`src/rtl/uart_tx_fifo.sv`:
```
// Transmit FIFO in front of the Uart transmitter: buffers core byte writes and
// drains them one at a time with a single-cycle start strobe whenever Uart is idle.
module uart_tx_fifo #(
  parameter int unsigned DEPTH        = 16,
  parameter int unsigned PTR_W        = $clog2(DEPTH),
  parameter int unsigned BUSY_TIMEOUT = 4
) (
  input  logic           clk,
  input  logic           rst,
  input  logic           wr_en,
  input  logic [7:0]     wr_data,
  input  logic           clr_overflow,
  input  logic           uart_busy,
  output logic [7:0]     uart_data,
  output logic           uart_write_enable,
  output logic           full,
  output logic           empty,
  output logic [PTR_W:0] count,
  output logic           overflow
);

  localparam int unsigned TMO_W = $clog2(BUSY_TIMEOUT + 1);

  typedef enum logic [1:0] {
    StIdle,
    StIssue,
    StWaitBusy,
    StWaitDone
  } state_e;

  state_e           state_q, state_d;
  logic [7:0]       mem [DEPTH];
  logic [PTR_W-1:0] wr_ptr_q, rd_ptr_q;
  logic [PTR_W:0]   count_q;
  logic [TMO_W-1:0] tmo_q, tmo_d;
  logic [7:0]       data_q;
  logic             ovf_q;
  logic             push, drop, pop;

  always_comb begin
    full      = (count_q == (PTR_W + 1)'(DEPTH));
    empty     = (count_q == '0);
    count     = count_q;
    overflow  = ovf_q;
    uart_data = data_q;
    // Acceptance uses the registered full; a same-cycle pop does not free a slot.
    push      = wr_en && !full;
    drop      = wr_en && full;
  end

  always_comb begin
    state_d           = state_q;
    tmo_d             = tmo_q;
    pop               = 1'b0;
    uart_write_enable = 1'b0;
    unique case (state_q)
      StIdle: begin
        if (!empty && !uart_busy) begin
          pop     = 1'b1;
          state_d = StIssue;
        end
      end
      StIssue: begin
        uart_write_enable = 1'b1;
        tmo_d             = '0;
        state_d           = StWaitBusy;
      end
      StWaitBusy: begin
        if (uart_busy) begin
          state_d = StWaitDone;
        end else begin
          // Uart never acknowledged: give up and treat the byte as sent.
          tmo_d = tmo_q + TMO_W'(1);
          if (tmo_d == TMO_W'(BUSY_TIMEOUT)) begin
            state_d = StIdle;
          end
        end
      end
      StWaitDone: begin
        if (!uart_busy) begin
          state_d = StIdle;
        end
      end
      default: state_d = StIdle;
    endcase
  end

  always_ff @(posedge clk) begin
    if (rst) begin
      state_q  <= StIdle;
      tmo_q    <= '0;
      wr_ptr_q <= '0;
      rd_ptr_q <= '0;
      count_q  <= '0;
      data_q   <= '0;
      ovf_q    <= 1'b0;
    end else begin
      state_q <= state_d;
      tmo_q   <= tmo_d;
      if (push) begin
        wr_ptr_q <= wr_ptr_q + PTR_W'(1);
      end
      if (pop) begin
        rd_ptr_q <= rd_ptr_q + PTR_W'(1);
        data_q   <= mem[rd_ptr_q];
      end
      if (push && !pop) begin
        count_q <= count_q + (PTR_W + 1)'(1);
      end else if (pop && !push) begin
        count_q <= count_q - (PTR_W + 1)'(1);
      end
      if (drop) begin
        ovf_q <= 1'b1;
      end else if (clr_overflow) begin
        ovf_q <= 1'b0;
      end
    end
  end

  always_ff @(posedge clk) begin
    if (push) begin
      mem[wr_ptr_q] <= wr_data;
    end
  end

endmodule

```
`config.mk`:
```
export PLATFORM = sky130hd
export DESIGN_NAME = uart_tx_fifo
export DESIGN_NICKNAME = d
export VERILOG_FILES = /design/src/rtl/uart_tx_fifo.sv
export SDC_FILE = /design/constraint.sdc
export NUM_CORES = 1
export LEC_CHECK = 0
export ABC_CLOCK_PERIOD_IN_PS = 4330
export CORE_MARGIN = 2
export CORE_UTILIZATION = 50
export CTS_BUF_LIST = sky130_fd_sc_hd__clkbuf_16
export DETAILED_ROUTE_END_ITERATION = 7
export PLACE_DENSITY = 0.67
export SYNTH_ARGS = -nofsm -noshare
export SYNTH_HDL_FRONTEND = slang
export SYNTH_SLANG_ARGS = --single-unit
```
`constraint.sdc`:
```
create_clock -name clk -period 4.33 [get_ports clk]
set_input_delay 0.866 -clock clk [delete_from_list [all_inputs] [get_ports clk]]
set_output_delay 0.866 -clock clk [all_outputs]
set_load 0.01 [all_outputs]
```
## After elaboration in Yosys (flattened, before gate mapping)

Memory sizes are Yosys's and may differ from the RTL's. A register that Yosys moved wholly into a read port is not among the register bits.
Index checks and enable logic that the tools add are counted.

- Equal/unequal tests: 9
- Reductions and logical operators: 17
- Add/subtract/negate cells: 5
- Bitwise gates (word level): 0
- Mux-type cells: 16
- Div/mod/pow operators: 0
- Shift operators: 0
- Multiply operators: 0
- Magnitude comparators: 0

Operators by type and width:

| operator | count |
|---|---|
| 5-bit two-way mux | 2 |
| 4-bit by 1-bit adder with 4-bit output, second input constant | 2 |
| 2-bit two-way mux | 4 |
| 2-bit case mux with 4 select lines | 1 |
| 1-bit two-way mux | 7 |
| 2-bit inequality test, second input constant | 3 |
| 3-bit case mux with 2 select lines | 1 |
| 2-bit nonzero test | 3 |
| 5-bit by 1-bit adder with 5-bit output, second input constant | 1 |
| 5-bit == test, second input constant | 1 |
| 1-bit logical AND | 5 |
| 1-bit zero test | 5 |
| 5-bit zero test | 1 |
| 5-bit by 1-bit subtractor with 5-bit output, second input constant | 1 |
| 2-bit == test, second input constant | 2 |
| 3-bit by 1-bit adder with 3-bit output, second input constant | 1 |
| 3-bit == test, second input constant | 1 |
| 3-bit two-way mux | 1 |
| 3-bit inequality test, second input constant | 1 |
| 3-bit AND reduction | 1 |
| 2-bit by 1-bit == test with 1-bit output, second input constant | 1 |
| 2-bit zero test | 1 |
| 2-bit AND reduction | 1 |

- RAM bits: 128
- Word-level logic and storage cells: 54
- Register bits: 19
- Output and inout bits: 17
- Memories kept: 1
- Bits in read-only memories: 0
- Bits in latches: 0
- Input port bits: 13

Memory list:

| name | depth | bits a word | rd ports | clocked after memory_dff | wr ports | RTL line | text |
|---|---|---|---|---|---|---|---|
| mem | 16 | 8 | 1 | 1 | 1 | 32 | `logic [7:0] mem [DEPTH];` |

## Logic depth before layout (Yosys ltp)

Gate-level depths: netlist of run 1.

- Word-level depth: 8
- Mapped depth: 12

## Least setup slack after synthesis of run 1

Ideal clock, no wire load.

- Kind: input-to-reg
- Start: in uart_busy
- End: reg count_q[4], in the netlist count[4]
- Buffers on the path: 2
- Data required time: 4209 ps
- Library setup time: 121 ps
- Arrival: 3185 ps
- Path slack: 1024 ps
- Cell stages on the path: 12
- Path through: clkbuf_1 nor3_1 a21boi_1 buf_2 inv_1 ha_1 inv_1 ha_1 a21o_1 a21oi_1 mux2i_1 mux2_2

- Word-level cells in the longest chain between the ends: 7
- Elaborated cells between the ends (all ways): 9
- Classes of those cells: 3 x mux; 6 x reduce/logical

RTL lines:

| item | RTL line | text |
|---|---|---|
| start: declaration | 13 | `input logic uart_busy,` |
| 1-bit zero test * | -- |  |
| 1-bit logical AND * | 58 | `if (!empty && !uart_busy) begin` |
| 1-bit two-way mux * | 58 |  |
| 1-bit two-way mux * | 56 | `unique case (state_q)` |
| 1-bit zero test | 107 | `if (push && !pop) begin` |
| 1-bit logical AND | 107 |  |
| 5-bit two-way mux or 2-bit nonzero test (tied branches) | -- |  |
| end signal: assignment | 108 | `count_q <= count_q + (PTR_W + 1)'(1);` |
| end signal: assignment | 110 | `count_q <= count_q - (PTR_W + 1)'(1);` |
| end: declaration | 34 | `logic [PTR_W:0] count_q;` |

Mark *: on every way between the ends. The rest lies on a longest branch, timed or not.
A chain may end at the register's enable or synchronous reset.

## Worst setup path in the final report of run 1

- Start: in wr_en
- End: reg count_q[4], in the netlist count[4]

- Word-level cells in the longest chain between the ends: 4
- Elaborated cells between the ends (all ways): 6
- Classes of those cells: 1 x mux; 5 x reduce/logical

RTL lines:

| item | RTL line | text |
|---|---|---|
| start: declaration | 10 | `input logic wr_en,` |
| 1-bit logical AND * | 47 | `push = wr_en && !full;` |
| named net push | 38 | `logic push, drop, pop;` |
| 1-bit zero test | 109 | `end else if (pop && !push) begin` |
| 1-bit logical AND | 109 |  |
| 2-bit nonzero test (no source line) | -- |  |

The timed path passes the listed nets; every way through them passes the cells marked *.

==> results of run 1 <==
[where the power goes]
group          internal, mW  switching [mW]  leakage, nW
Combinational         0.439           0.479        0.717
Clock                 0.766           0.539        0.270
Sequential             1.73           0.128         1.38
Total                  2.93            1.15         2.36
[cells in the mapped netlist, types with 6 or more instances]
cell type | instances | share of area, %
edfxtp_1 | 128 | 60
mux2i_1 | 47 | 7.4
nor2_1 | 47 | 2.8
dfxtp_1 | 27 | 8.4
o22ai_1 | 21 | 2.1
ha_1 | 11 | 2.2
nand2_1 | 10 | 0.59
nor3_1 | 10 | 0.78
a21oi_1 | 9 | 0.70
buf_4 | 7 | 0.82
clkbuf_1 | 7 | 0.41
mux4_2 | 7 | 2.5
xor2_1 | 7 | 0.96
inv_1 | 6 | 0.35
[stage by stage]
stage          setup WS (ns)  hold slack, ns  util [%]  instance area, µm²  cells
2_1_floorplan           1.02           0.502         -                6400    411
3_3_place_gp           0.668           0.490      54.1                6800    594
3_5_place_dp           0.534           0.498      54.1                6800    594
4_1_cts                0.988           0.506      58.2                7320    625
5_1_grt                0.830           0.528      58.2                7320    625
6_report               0.953           0.500      58.2                7320    625
[layout make-up]
cell class	count	area, µm²
clock buffers	17	425
clock inverters	14	92.6
flip-flops and latches	155	4390
well taps	172	215
repair buffers	36	343
fillers	1001	5250
multi-input cells	225	1830
inverters	6	22.5
[cells by family (layout without fill, tap and decap cells)]
family | after synthesis | count (layout) | share of synthesized area (%)
buffers and inverters | 31 | 73 | 2.91
multiplexers | 59 | 59 | 11.6
AO/OA/AOI/OAI | 56 | 56 | 6.63
adder cells (fa/ha/maj) | 12 | 12 | 2.46
flip-flops | 155 | 155 | 68.5
XOR/XNOR | 10 | 10 | 1.37
AND/OR/NAND/NOR | 88 | 88 | 6.49
[registers in the layout, summed over array words and instances (netlist names)]
| register | count |
|---|---|
| overflow | 1 |
| mem | 128 |
| wr_ptr_q | 4 |
| count | 5 |
| state_q | 2 |
| uart_data | 8 |
| tmo_q | 3 |
| rd_ptr_q | 4 |
[final timing paths]
check | start | to | slack [ns] | depth (start not counted)
min reg2reg | uart_data[2]$_SDFFE_PP0P_ | uart_data[2]$_SDFFE_PP0P_ | 0.50 | 2
max reg2reg | count[0]$_SDFFE_PP0P_ | count[4]$_SDFFE_PP0P_ | 1.29 | 9
max | wr_en | count[4]$_SDFFE_PP0P_ | 0.95 | 9
min | uart_data[2]$_SDFFE_PP0P_ | uart_data[2]$_SDFFE_PP0P_ | 0.50 | 2
[critical path, stage by stage]
cell,delay (ns)
clkdlybuf4s50_1,0.57
a21boi_1,0.53
ha_1,0.27
inv_1,0.11
fa_1,0.43
a21o_1,0.18
a21oi_1,0.17
mux2i_1,0.22
mux2_2,0.35
[layer usage]
layer | share of wire, % | vias to the layer above | GRT usage (%)
met4 | 2.1 | 0 | 8.39
met5 | 0 | - | 0
li1 | - | 1639 | -
met1 | 44 | 1658 | 27.3
met2 | 46 | 110 | 30.2
met3 | 7.4 | 20 | 4.69
==> run summary, run 1 <==
outcome - complete, no violations
first-pass GRT wire length - 19000 µm
Final setup viols - 0
crit-path max FO - 6
worst-margin pin slew - 1.14 ns
VDD IR-drop max - 0.277 mV
vias in the first global route - 3453
DIE WIDTH - 117 µm
Clock transition at path regs - 0.06 ns
area of the core - 12600 µm²
postcts setup bufs - 0
commonest non-fill, non-tap cell in the layout - edfxtp_1
routability cong. - 0.796
vias after detailed routing - 3427
FP Rows - 41
I/O Buffers - 29
GR Util All Layers - 19.7%
commonest non-fill, non-tap cells in the layout - edfxtp_1 (128), nor2_1 (47), mux2i_1 (47)
die height - 117 µm
total nets after synthesis - 436
clock root buffer - clkbuf_16
Hold Buf Count CTS - 0
worst setup path category - in2reg
largest net degree at the start of global routing - 32
worst clock skew - 0.00886 ns
RSZ-0062 raised after global routing - false
fmax - 296 MHz
area grow syn2layout - 14.3%
final setup TNS - 0 ns
post-CTS sizing - 0
antenna diode count - 0
Initial Util - 50.9%
htree depth - 4
Post-DRT Antenna Nets - 0
CTS tree - done
Nets - 466
synthesized flop and latch total - 155
Gate Count Post-Synth - 411
endpoints failing hold - 0
vias per cell - 5.48
Die ar. - 13700 µm²
leakage power - 2.36 nW
critical path arrival - 3.68 ns
min-delay worst type - reg2reg
Max Cap Violations - 0
total routed wirelength - 12400 µm
synth warn - 0
grt total ovfl - 0
main flop type after synthesis - edfxtp_1
CP Capture Type - register
WP data required - 4.64 ns
I/O pin cnt - 30
Cell variety after synth - 44
Slew Viols, Final - 0
PwrDens - 557 nW/µm²
Async SR Flop Fraction - 0%
Worst-Skew Late Latency - 0.42 ns
initial antenna violation count - 0
final period utilization - 78.0%
Total Power - 4.08 mW
Worst slew margin - 23.6%
DRT iter0 DRCs - 323
first-pass iteration count of the detailed router - 4
DR WL/cell - 19.8 µm
Syn Area/Cell - 15.6 µm²
layout cell share with drive strength beyond 1 - 11.0%
post-DP HPWL - 8110 µm
TritonCTS sink count - 155
crit start category - input port
CTS buffer count - 17
Seq/Total Area, Yosys - 68.5%
DRC Markers - 0
min Tclk post-route - 3.38 ns
Mapped Area - 6400 µm²
number of synthesized flops with an enable pin - 128
Clock Tree Buf Depth - 2
(Power assumes the default switching activity.)
==> run 2: changes to the inputs <==
Settings changed: ABC_CLOCK_PERIOD_IN_PS 4330 to 3500.
Clock period 4.33 ns to 3.5 ns, I/O delays scaled along.
==> run 2 against run 1 <==
  * Worst setup slack got worse by 0.39 ns
  * Clock skew up 0.0030 ns
  * Sequential power grew 23%
  * Utilization is 0.98 points higher
  * Die area unchanged
  * Highest routed layer unchanged
  * Sequential share of layout area shrank 0.99 points
  * Design area is 1.7% higher
  * Cell count grew 1.6%
  * Register-to-register slack worse by 0.59 ns
==> run summary, run 2 (synthesis gave the netlist of run 1 again) <==
outcome - complete, no violations (unchanged)
vias in the first global route - 3388 (was 3453)
FP Rows - 41 (unchanged)
Initial Util - 50.9% (unchanged)
Clock transition at path regs - 0.06 ns (about the same)
Hold Slack - 0.502 ns (was 0.500 ns)
CTS buffer count - 17 (unchanged)
commonest non-fill, non-tap cell in the layout - edfxtp_1 (unchanged)
Clock Tree Buf Depth - 2 (unchanged)
routability cong. - 0.825 (was 0.796)
Slew Viols, Final - 0 (unchanged)
WP data required - 2.80 ns (was 4.64 ns)
Die ar. - 13700 µm² (unchanged)
Post-DRT Antenna Nets - 0 (unchanged)
final setup TNS - 0 ns (unchanged)
post-CTS sizing - 0 (unchanged)
worst-margin pin slew - 0.933 ns (was 1.14 ns)
critical-path cell list - or4_1, nor2_1, clkdlybuf4s50_1 (was clkdlybuf4s50_1, a21boi_1, ha_1, inv_1, fa_1, a21o_1, a21oi_1, mux2i_1, mux2_2)
critical path's slowest cell - or4_1 (was clkdlybuf4s50_1)
total routed wirelength - 12500 µm (was 12400 µm)
leakage power - 2.43 nW (was 2.36 nW)
DIE WIDTH - 117 µm (unchanged)
PwrDens - 688 nW/µm² (was 557 nW/µm²)
Most flops, register - mem (unchanged)
VDD IR-drop max - 0.349 mV (was 0.277 mV)
post-DP HPWL - 8190 µm (was 8110 µm)
CP Capture Type - output pin (was register)
htree depth - 4 (unchanged)
R2R depth - 9 (unchanged)
commonest non-fill, non-tap cells in the layout - edfxtp_1 (128), nor2_1 (47), mux2i_1 (47) (unchanged)
min-delay worst type - reg2reg (unchanged)
Nets - 478 (was 466)
first-pass iteration count of the detailed router - 4 (unchanged)
worst setup path category - reg2out (was in2reg)
DP Worst Slack - 0.158 ns (was 0.534 ns)
final setup margin - 0.559 ns (was 0.953 ns)
antenna diode count - 0 (unchanged)
DR WL/cell - 19.7 µm (was 19.8 µm)
vias per cell - 5.54 (was 5.48)
first-pass GRT wire length - 19000 µm (about the same)
layout cell share with drive strength beyond 1 - 13.4% (was 11.0%)
Cells after DPL - 606 (was 594)
postcts setup bufs - 0 (unchanged)
initial antenna violation count - 0 (unchanged)
final design utilization - 59.2% (was 58.2%)
worst clock skew - 0.0118 ns (was 0.00886 ns)
Worst slew margin - 37.6% (was 23.6%)
Final setup viols - 0 (unchanged)
GR Util All Layers - 19.9% (was 19.7%)
I/O pin cnt - 30 (unchanged)
vias after detailed routing - 3520 (was 3427)
DRC Markers - 0 (unchanged)
CP peak stage delay - 0.71 ns (was 0.57 ns)
clock root buffer - clkbuf_16 (unchanged)
TritonCTS sink count - 155 (unchanged)
Non-Filler Instances - 635 (was 625)
Hold Buf Count CTS - 0 (unchanged)
area of the core - 12600 µm² (unchanged)
worst hold stages - 2 (unchanged)
die height - 117 µm (unchanged)
I/O Buffers - 29 (unchanged)
final period utilization - 84.0%
largest net degree at the start of global routing - 43 (was 32)
Max Cap Violations - 0 (unchanged)
grt total ovfl - 0 (unchanged)
RSZ-0062 raised after global routing - false (unchanged)
area grow syn2layout - 16.2% (was 14.3%)
number of flip-flops in the largest register - 128 (unchanged)
fmax - 340 MHz
endpoints failing hold - 0 (unchanged)
DRT iter0 DRCs - 295 (was 323)
min Tclk post-route - 2.94 ns
crit-path max FO - 6 (unchanged)
critical path arrival - 2.24 ns (was 3.68 ns)
crit start category - register (was input port)
CTS tree - done (unchanged)
Worst-Skew Late Latency - 0.41 ns (was 0.42 ns)
[run 2: stage by stage]
stage                     instance area (µm²)  total power [mW]
after floorplan                          6400              3.10
after global placement                   6900              3.46
after detailed placement                 6900              3.49
after CTS                                7440              5.16
after global routing                     7440              5.36
final                                    7440              5.12
[run 2: worst paths after layout]
| path | startpoint | end | slack, ns |
|---|---|---|---|
| min reg2reg | uart_data[4]$_SDFFE_PP0P_ | uart_data[4]$_SDFFE_PP0P_ | 0.50 |
| max | count[0]$_SDFFE_PP0P_ | full | 0.56 |
| max reg2reg | count[0]$_SDFFE_PP0P_ | count[4]$_SDFFE_PP0P_ | 0.70 |
| min | uart_data[4]$_SDFFE_PP0P_ | uart_data[4]$_SDFFE_PP0P_ | 0.50 |
[run 2: critical path: cells and delay by family, from the launching register on]
kind	cells	cell delay (ns)
AND/OR/NAND/NOR	2	0.90
buffers and inverters	1	0.56
flip-flops	1	0.37
[run 2: routing by layer]
metal | up-vias | routed length, µm | GRT usage [%] | part of all wire, %
met4 | 0 | 50 | 7.37 | 0.40
li1 | 1660 | - | - | -
met1 | 1756 | 5650 | 28.2 | 45
met5 | - | 0 | 0 | 0
met2 | 99 | 6070 | 29.9 | 48
met3 | 5 | 758 | 5.10 | 6.1
[run 2: power by group]
group,leakage [nW],internal [mW],switching [mW]
sequential,1.38,2.13,0.140
clock,0.269,1.02,0.654
combinational,0.782,0.558,0.612
[run 2: layout make-up]
type,count,area (µm²)
Clock buffer,17,425
Clock inverter,12,113
Fill cell,967,5130
Inverter,6,22.5
Multi-Input combinational cell,225,1830
Sequential cell,155,4390
Tap cell,172,215
Timing Repair Buffer,48,445
